--- config.mk ---
export PLATFORM = sky130hd
export DESIGN_NAME = branch_resolve_unit
export DESIGN_NICKNAME = d
export VERILOG_FILES = /design/src/rtl/branch_resolve_unit.sv
export SDC_FILE = /design/constraint.sdc
export NUM_CORES = 1
export LEC_CHECK = 0
export CAP_MARGIN = 25
export CORE_ASPECT_RATIO = 0.9
export CORE_MARGIN = 10
export CORE_UTILIZATION = 52
export CTS_BUF_LIST = sky130_fd_sc_hd__clkbuf_4 sky130_fd_sc_hd__clkbuf_8 sky130_fd_sc_hd__clkbuf_16
export CTS_CLUSTER_DIAMETER = 120
export CTS_CLUSTER_SIZE = 8
export DETAILED_ROUTE_END_ITERATION = 12
export GPL_TIMING_DRIVEN = 0
export PLACE_DENSITY = 0.9
export SETUP_SLACK_MARGIN = 0.15
export SYNTH_ARGS = -nofsm -noshare
export SYNTH_HDL_FRONTEND = slang
export SYNTH_SLANG_ARGS = --single-unit
--- constraint.sdc ---
create_clock -name clk -period 3.97 [get_ports clk]
set_input_delay 0.794 -clock clk [delete_from_list [all_inputs] [get_ports clk]]
set_output_delay 0.794 -clock clk [all_outputs]
set_load 0.05 [all_outputs]
--- src/rtl/branch_resolve_unit.sv ---
// RV32I branch/jump resolution with a bimodal BHT; 1-cycle latency, one output register.
// Backpressure: in_ready = !out_valid || out_ready; outputs hold while stalled.
module branch_resolve_unit #(
   parameter int XLEN         = 32,
   parameter int BHT_DEPTH    = 16,
   parameter int CTR_BITS     = 2,
   parameter int SUPPORT_JUMP = 1,
   parameter int CNT_WIDTH    = 32
) (
   input  logic                 clk,
   input  logic                 rst_n,
   input  logic                 in_valid,
   output logic                 in_ready,
   input  logic [31:0]          inst,
   input  logic [XLEN-1:0]      pc,
   input  logic [XLEN-1:0]      rs1_data,
   input  logic [XLEN-1:0]      rs2_data,
   input  logic                 pred_taken,
   input  logic                 flush,
   output logic                 out_valid,
   input  logic                 out_ready,
   output logic                 out_is_branch,
   output logic                 out_taken,
   output logic [XLEN-1:0]      out_target,
   output logic [XLEN-1:0]      out_redirect_pc,
   output logic                 out_mispredict,
   output logic                 out_illegal,
   output logic [XLEN-1:0]      out_link,
   input  logic [XLEN-1:0]      lookup_pc,
   output logic                 lookup_taken,
   output logic [CNT_WIDTH-1:0] branch_count,
   output logic [CNT_WIDTH-1:0] mispredict_count
);

   localparam int IDX_W = $clog2(BHT_DEPTH);
   localparam logic [CTR_BITS-1:0] CTR_INIT = CTR_BITS'((1 << (CTR_BITS-1)) - 1);
   localparam logic [CTR_BITS-1:0] CTR_MAX  = '1;
   localparam logic [6:0] OP_BRANCH = 7'b1100011;
   localparam logic [6:0] OP_JAL    = 7'b1101111;
   localparam logic [6:0] OP_JALR   = 7'b1100111;
   localparam logic [XLEN-1:0] W_FOUR = XLEN'(4);
   localparam logic [XLEN-1:0] W_LSB_CLR = {{(XLEN-1){1'b1}}, 1'b0};

   logic [6:0]      w_opcode;
   logic [2:0]      w_funct3;
   logic            w_is_br, w_is_jal, w_is_jalr, w_illegal;
   logic [XLEN-1:0] w_imm_b, w_imm_j, w_imm_i, w_seq_pc;
   logic            w_eq, w_lt, w_ltu, w_cond, w_taken, w_mispredict;
   logic [XLEN-1:0] w_target, w_redirect, w_link;
   logic            w_in_fire, w_out_fire, w_train;
   logic [IDX_W-1:0] w_lookup_idx;
   logic            w_unused_bits;

   logic            r_out_valid, r_is_branch, r_taken, r_mispredict, r_illegal;
   logic [XLEN-1:0] r_target, r_redirect, r_link;
   logic [IDX_W-1:0] r_idx;
   logic [CTR_BITS-1:0] r_bht [BHT_DEPTH];
   logic [CNT_WIDTH-1:0] r_branch_cnt, r_misp_cnt;

   assign w_opcode  = inst[6:0];
   assign w_funct3  = inst[14:12];
   assign w_is_br   = (w_opcode == OP_BRANCH) && (w_funct3 != 3'b010) && (w_funct3 != 3'b011);
   assign w_is_jal  = (SUPPORT_JUMP != 0) && (w_opcode == OP_JAL);
   assign w_is_jalr = (SUPPORT_JUMP != 0) && (w_opcode == OP_JALR) && (w_funct3 == 3'b000);
   assign w_illegal = !(w_is_br || w_is_jal || w_is_jalr);

   assign w_imm_b  = {{(XLEN-13){inst[31]}}, inst[31], inst[7], inst[30:25], inst[11:8], 1'b0};
   assign w_imm_j  = {{(XLEN-21){inst[31]}}, inst[31], inst[19:12], inst[20], inst[30:21], 1'b0};
   assign w_imm_i  = {{(XLEN-12){inst[31]}}, inst[31:20]};
   assign w_seq_pc = pc + W_FOUR;

   assign w_eq  = (rs1_data == rs2_data);
   assign w_lt  = ($signed(rs1_data) < $signed(rs2_data));
   assign w_ltu = (rs1_data < rs2_data);

   // funct3[2:1] picks the relation, funct3[0] inverts it (NE/GE/GEU).
   always_comb begin
      w_cond = 1'b0;
      case (w_funct3[2:1])
         2'b00:   w_cond = w_eq;
         2'b10:   w_cond = w_lt;
         2'b11:   w_cond = w_ltu;
         default: w_cond = 1'b0;
      endcase
   end

   always_comb begin
      w_target = w_seq_pc;
      if (w_is_jalr)     w_target = (rs1_data + w_imm_i) & W_LSB_CLR;
      else if (w_is_jal) w_target = pc + w_imm_j;
      else if (w_is_br)  w_target = pc + w_imm_b;
   end

   assign w_taken      = (w_is_br && (w_cond ^ w_funct3[0])) || w_is_jal || w_is_jalr;
   assign w_redirect   = w_taken ? w_target : w_seq_pc;
   assign w_link       = (w_is_jal || w_is_jalr) ? w_seq_pc : '0;
   assign w_mispredict = (w_taken != pred_taken);

   assign in_ready   = !r_out_valid || out_ready;
   assign w_in_fire  = in_valid && in_ready && !flush;
   assign w_out_fire = r_out_valid && out_ready && !flush;
   assign w_train    = w_out_fire && r_is_branch;

   always_ff @(posedge clk or negedge rst_n) begin
      if (!rst_n) begin
         r_out_valid  <= 1'b0;
         r_is_branch  <= 1'b0;
         r_taken      <= 1'b0;
         r_mispredict <= 1'b0;
         r_illegal    <= 1'b0;
         r_target     <= '0;
         r_redirect   <= '0;
         r_link       <= '0;
         r_idx        <= '0;
      end else begin
         if (flush)         r_out_valid <= 1'b0;
         else if (in_ready) r_out_valid <= in_valid;
         if (w_in_fire) begin
            r_is_branch  <= w_is_br;
            r_taken      <= w_taken;
            r_mispredict <= w_mispredict;
            r_illegal    <= w_illegal;
            r_target     <= w_target;
            r_redirect   <= w_redirect;
            r_link       <= w_link;
            r_idx        <= pc[IDX_W+1:2];
         end
      end
   end

   always_ff @(posedge clk or negedge rst_n) begin
      if (!rst_n) begin
         for (int i = 0; i < BHT_DEPTH; i++) r_bht[i] <= CTR_INIT;
      end else if (w_train) begin
         if (r_taken && (r_bht[r_idx] != CTR_MAX))
            r_bht[r_idx] <= r_bht[r_idx] + CTR_BITS'(1);
         else if (!r_taken && (r_bht[r_idx] != '0))
            r_bht[r_idx] <= r_bht[r_idx] - CTR_BITS'(1);
      end
   end

   always_ff @(posedge clk or negedge rst_n) begin
      if (!rst_n) begin
         r_branch_cnt <= '0;
         r_misp_cnt   <= '0;
      end else if (w_out_fire) begin
         r_branch_cnt <= r_branch_cnt + CNT_WIDTH'(r_is_branch);
         r_misp_cnt   <= r_misp_cnt + CNT_WIDTH'(r_mispredict);
      end
   end

   // Lookup reads the pre-update array; a same-cycle training write lands at the edge.
   assign w_lookup_idx  = lookup_pc[IDX_W+1:2];
   assign lookup_taken  = r_bht[w_lookup_idx][CTR_BITS-1];
   assign w_unused_bits = ^{lookup_pc[XLEN-1:IDX_W+2], lookup_pc[1:0]};

   assign out_valid        = r_out_valid;
   assign out_is_branch    = r_is_branch;
   assign out_taken        = r_taken;
   assign out_target       = r_target;
   assign out_redirect_pc  = r_redirect;
   assign out_mispredict   = r_mispredict;
   assign out_illegal      = r_illegal;
   assign out_link         = r_link;
   assign branch_count     = r_branch_cnt;
   assign mispredict_count = r_misp_cnt;

endmodule

==> results.yml <==
run_status:
  status: "finished clean"
global_route:
  grt_overflow_total: 0
  grt_use_total_pct: 31.6
  grt_pass1_vias: 15900
  grt_pass1_wl_um: 90800
  grt_max_degree: 102
  antenna_found_initial: 1
detailed_routing:
  drtIter0Drc: 1559
  ant_nets: 0
  vias: 15900
  firstDrtPassIters: 8
  wl_per_cell_um: 24.4
  viasPerCell: 6.48
  routed_wl_um: 59600
  drc: 0
pwr:
  ir_worst_vdd_uv: 289
  finalPower_mw: 6.82
  power_leakage_nw: 8.73
  powerDensity_nw_per_um2: 342
clock_network:
  h-tree-depth: 1
  numCtsBuffers: 29
  clockRootBuffer: "clkbuf_16"
  clock_sinks: 201
  clk_latency_ns: 0.54
  ctsHoldBuffers: 0
  cts_tree: "done"
  clk_pin_slew_ns: 0.05
  clock_path_buffers: 3
setup_path:
  critical_path.most_common_cell: "clkbuf_1"
  critical-path-top-delay-family: "buffers and inverters"
  worstReg2RegStart: "r_idx[0]"
  crit_arrival_ns: 4.22
  critPathMaxFanout: 10
  cp-end-kind: "flop"
  crit_path_max_incr_delay_ns: 0.67
  critPathKind: "in -> reg"
  startpoint_type: "input pin"
  path_cells: "clkdlybuf4s50_1 -> inv_1 -> o2111ai_1 -> clkbuf_1 -> clkbuf_1 -> nand2_1 -> o211ai_1 -> o221ai_1 -> nand3_1 -> o311ai_1"
  reg2reg_depth: 14
  r2r-end: "r_bht[17]"
  cp.required_ns: 4.36
  crit_start: "inst[13]"
  critPathSlowestCell: "clkbuf_1"
  crit_end: "out_redirect_pc[5]"
  crit_buf_inv: 4
  rrSetupSlack_ns: 0.32
  path_depth: 10
timing:
  rsz0062_at_grt: "yes"
  tightest_slew_ns: 1.06
  finalCritPeriodShare_pct: 96.4
  clock_skew_ns: 0.0257
  setup_violations: 0
  hold_violations: 0
  report.final.slew_viol_count: 0
  slew_headroom_pct: 29.0
  fmax_mhz: 261
  min_period_ns: 3.83
logic_synthesis:
  synthesis.nets: 2004
  ys_ff_latch: 201
  ys_warn_count: 0
  synth_area_per_cell_um2: 8.79
  synth_area_leaders: "dfrtp_1 31%, ha_1 9.3%, xnor2_1 5.8%"
  synth_top_area_share_pct: 30.6
  synth_top_area_cell: "dfrtp_1"
  synthTopCellsByCount: "217 x nand2_1, 185 x dfrtp_1, 112 x ha_1, 108 x a21oi_1, 104 x o21ai_0"
  synth_area_um2: 15100
  synth_seq_area_share_pct: 33.3
  synth_most_common_cell: "nand2_1"
  synth_ff_type: "dfrtp_1"
  synth_cell_type_count: 86
  postSynth.asyncResetShare_pct: 100
  syn-instance-count: 1723
  synth-edff-count: 0
run:
  maxCapViolCount: 0
finish:
  drive_above_1_share_pct: 10.2
  nNetsFinal: 2353
  n_fill_cell: 2197
  syn_to_final_growth_pct: 31.6
  fin_util_pct: 69.2
  diodes: 0
die:
  start_util_pct: 52.6
  ioPinCount: 333
  core_um2: 28800
  dieArea_um2: 36400
  die_width_um: 200
  die_h_um: 182
  row_count: 59
min_path:
  hold_class: "in -> async"
placed_design:
  dp_hpwl_um: 46500
  place.port_buffers: 304
  place_congestion: 1.01
-- layout make-up --
type                       instances  area (µm²)  area share, %
multi-input combinational       1386        9850           49.4
sequential                       201        5050           25.3
timing repair buffer             318        3180           16.0
clock buffer                      40         808           4.05
tap                              366         458           2.30
buffer                            76         350           1.76
inverter                          60         225           1.13
clock inverter                     1        8.76         0.0439
-- stage by stage --
stage	cell area [µm²]	hold WS (ns)	worst slack [ns]	instances	setup TNS, ns
floorplan	15100	0.456	0.428	1723	0
global placement	18700	0.458	-5.91	2393	-1207.61
detailed placement	18700	0.466	-1.13	2395	-31.67
CTS	19700	0.336	0.102	2439	0
global route	19900	0.363	0.120	2448	0
finish	19900	0.296	0.144	2448	0
-- placed cells by master (no fill, tap or decap), types with 50 or more instances in the layout --
cell / synthesis / routed
a21o_1: 51 / 50
nand2_1: 217 / 217
inv_1: 60 / 59
xnor2_1: 101 / 100
o21ai_0: 104 / 101
nand3_1: 59 / 59
ha_1: 112 / 110
dfrtp_1: 185 / 184
clkdlybuf4s50_1: 0 / 296
a21oi_1: 108 / 104
nor2_1: 102 / 98
-- power breakdown --
part / internal (mW) / leakage (nW) / switching (mW)
clock: 1.39 / 0.412 / 0.857
combinational: 0.839 / 5.70 / 1.45
sequential: 2.18 / 2.62 / 0.108
total: 4.41 / 8.73 / 2.42
-- routing by layer --
| metal | global-route usage (%) | part of all wire, % | vias to the layer above |
|---|---|---|---|
| met2 | 51.8 | 46 | 984 |
| met3 | 6.97 | 12 | 207 |
| met1 | 39.3 | 38 | 7644 |
| li1 | - | - | 7032 |
| met5 | 0 | 0.013 | - |
| met4 | 13.3 | 4.6 | 2 |
-- worst min-delay path by stage --
stage                                end  slack [ns]  cells after the start
floorplan                           flop        0.46                      2
global placement    mispredict_count[31]        0.46                      1
detailed placement         out_target[7]        0.47                      1
CTS                            out_valid        0.34                      1
global route                   out_valid        0.36                      1
finish                         out_valid        0.30                      1
-- flip-flops by register name, summed over array words and instances (netlist names), named ones only --
name	cells
out_is_branch	1
out_redirect_pc	32
r_bht	16
out_taken	1
out_target	32
r_idx	4
out_mispredict	1
out_illegal	1
out_link	32
out_valid	1
branch_count	32
mispredict_count	32
-- logic make-up after synthesis --
logic type / synth area share [%]
XOR/XNOR: 8.79
AO/OA/AOI/OAI: 21.2
flip-flops: 33.3
multiplexers: 4.74
AND/OR/NAND/NOR: 18.7
buffers and inverters: 3.64
adder cells (fa/ha/maj): 9.65
-- repair_timing --
item | in CTS | in global routing
cloned | 0 | 0
gates resized for setup | 35 | 53
endpoints found under the setup margin | 74 | 63
pin swaps | 2 | 10
buffers inserted | 3 | 9
(Power assumes the default switching activity.)
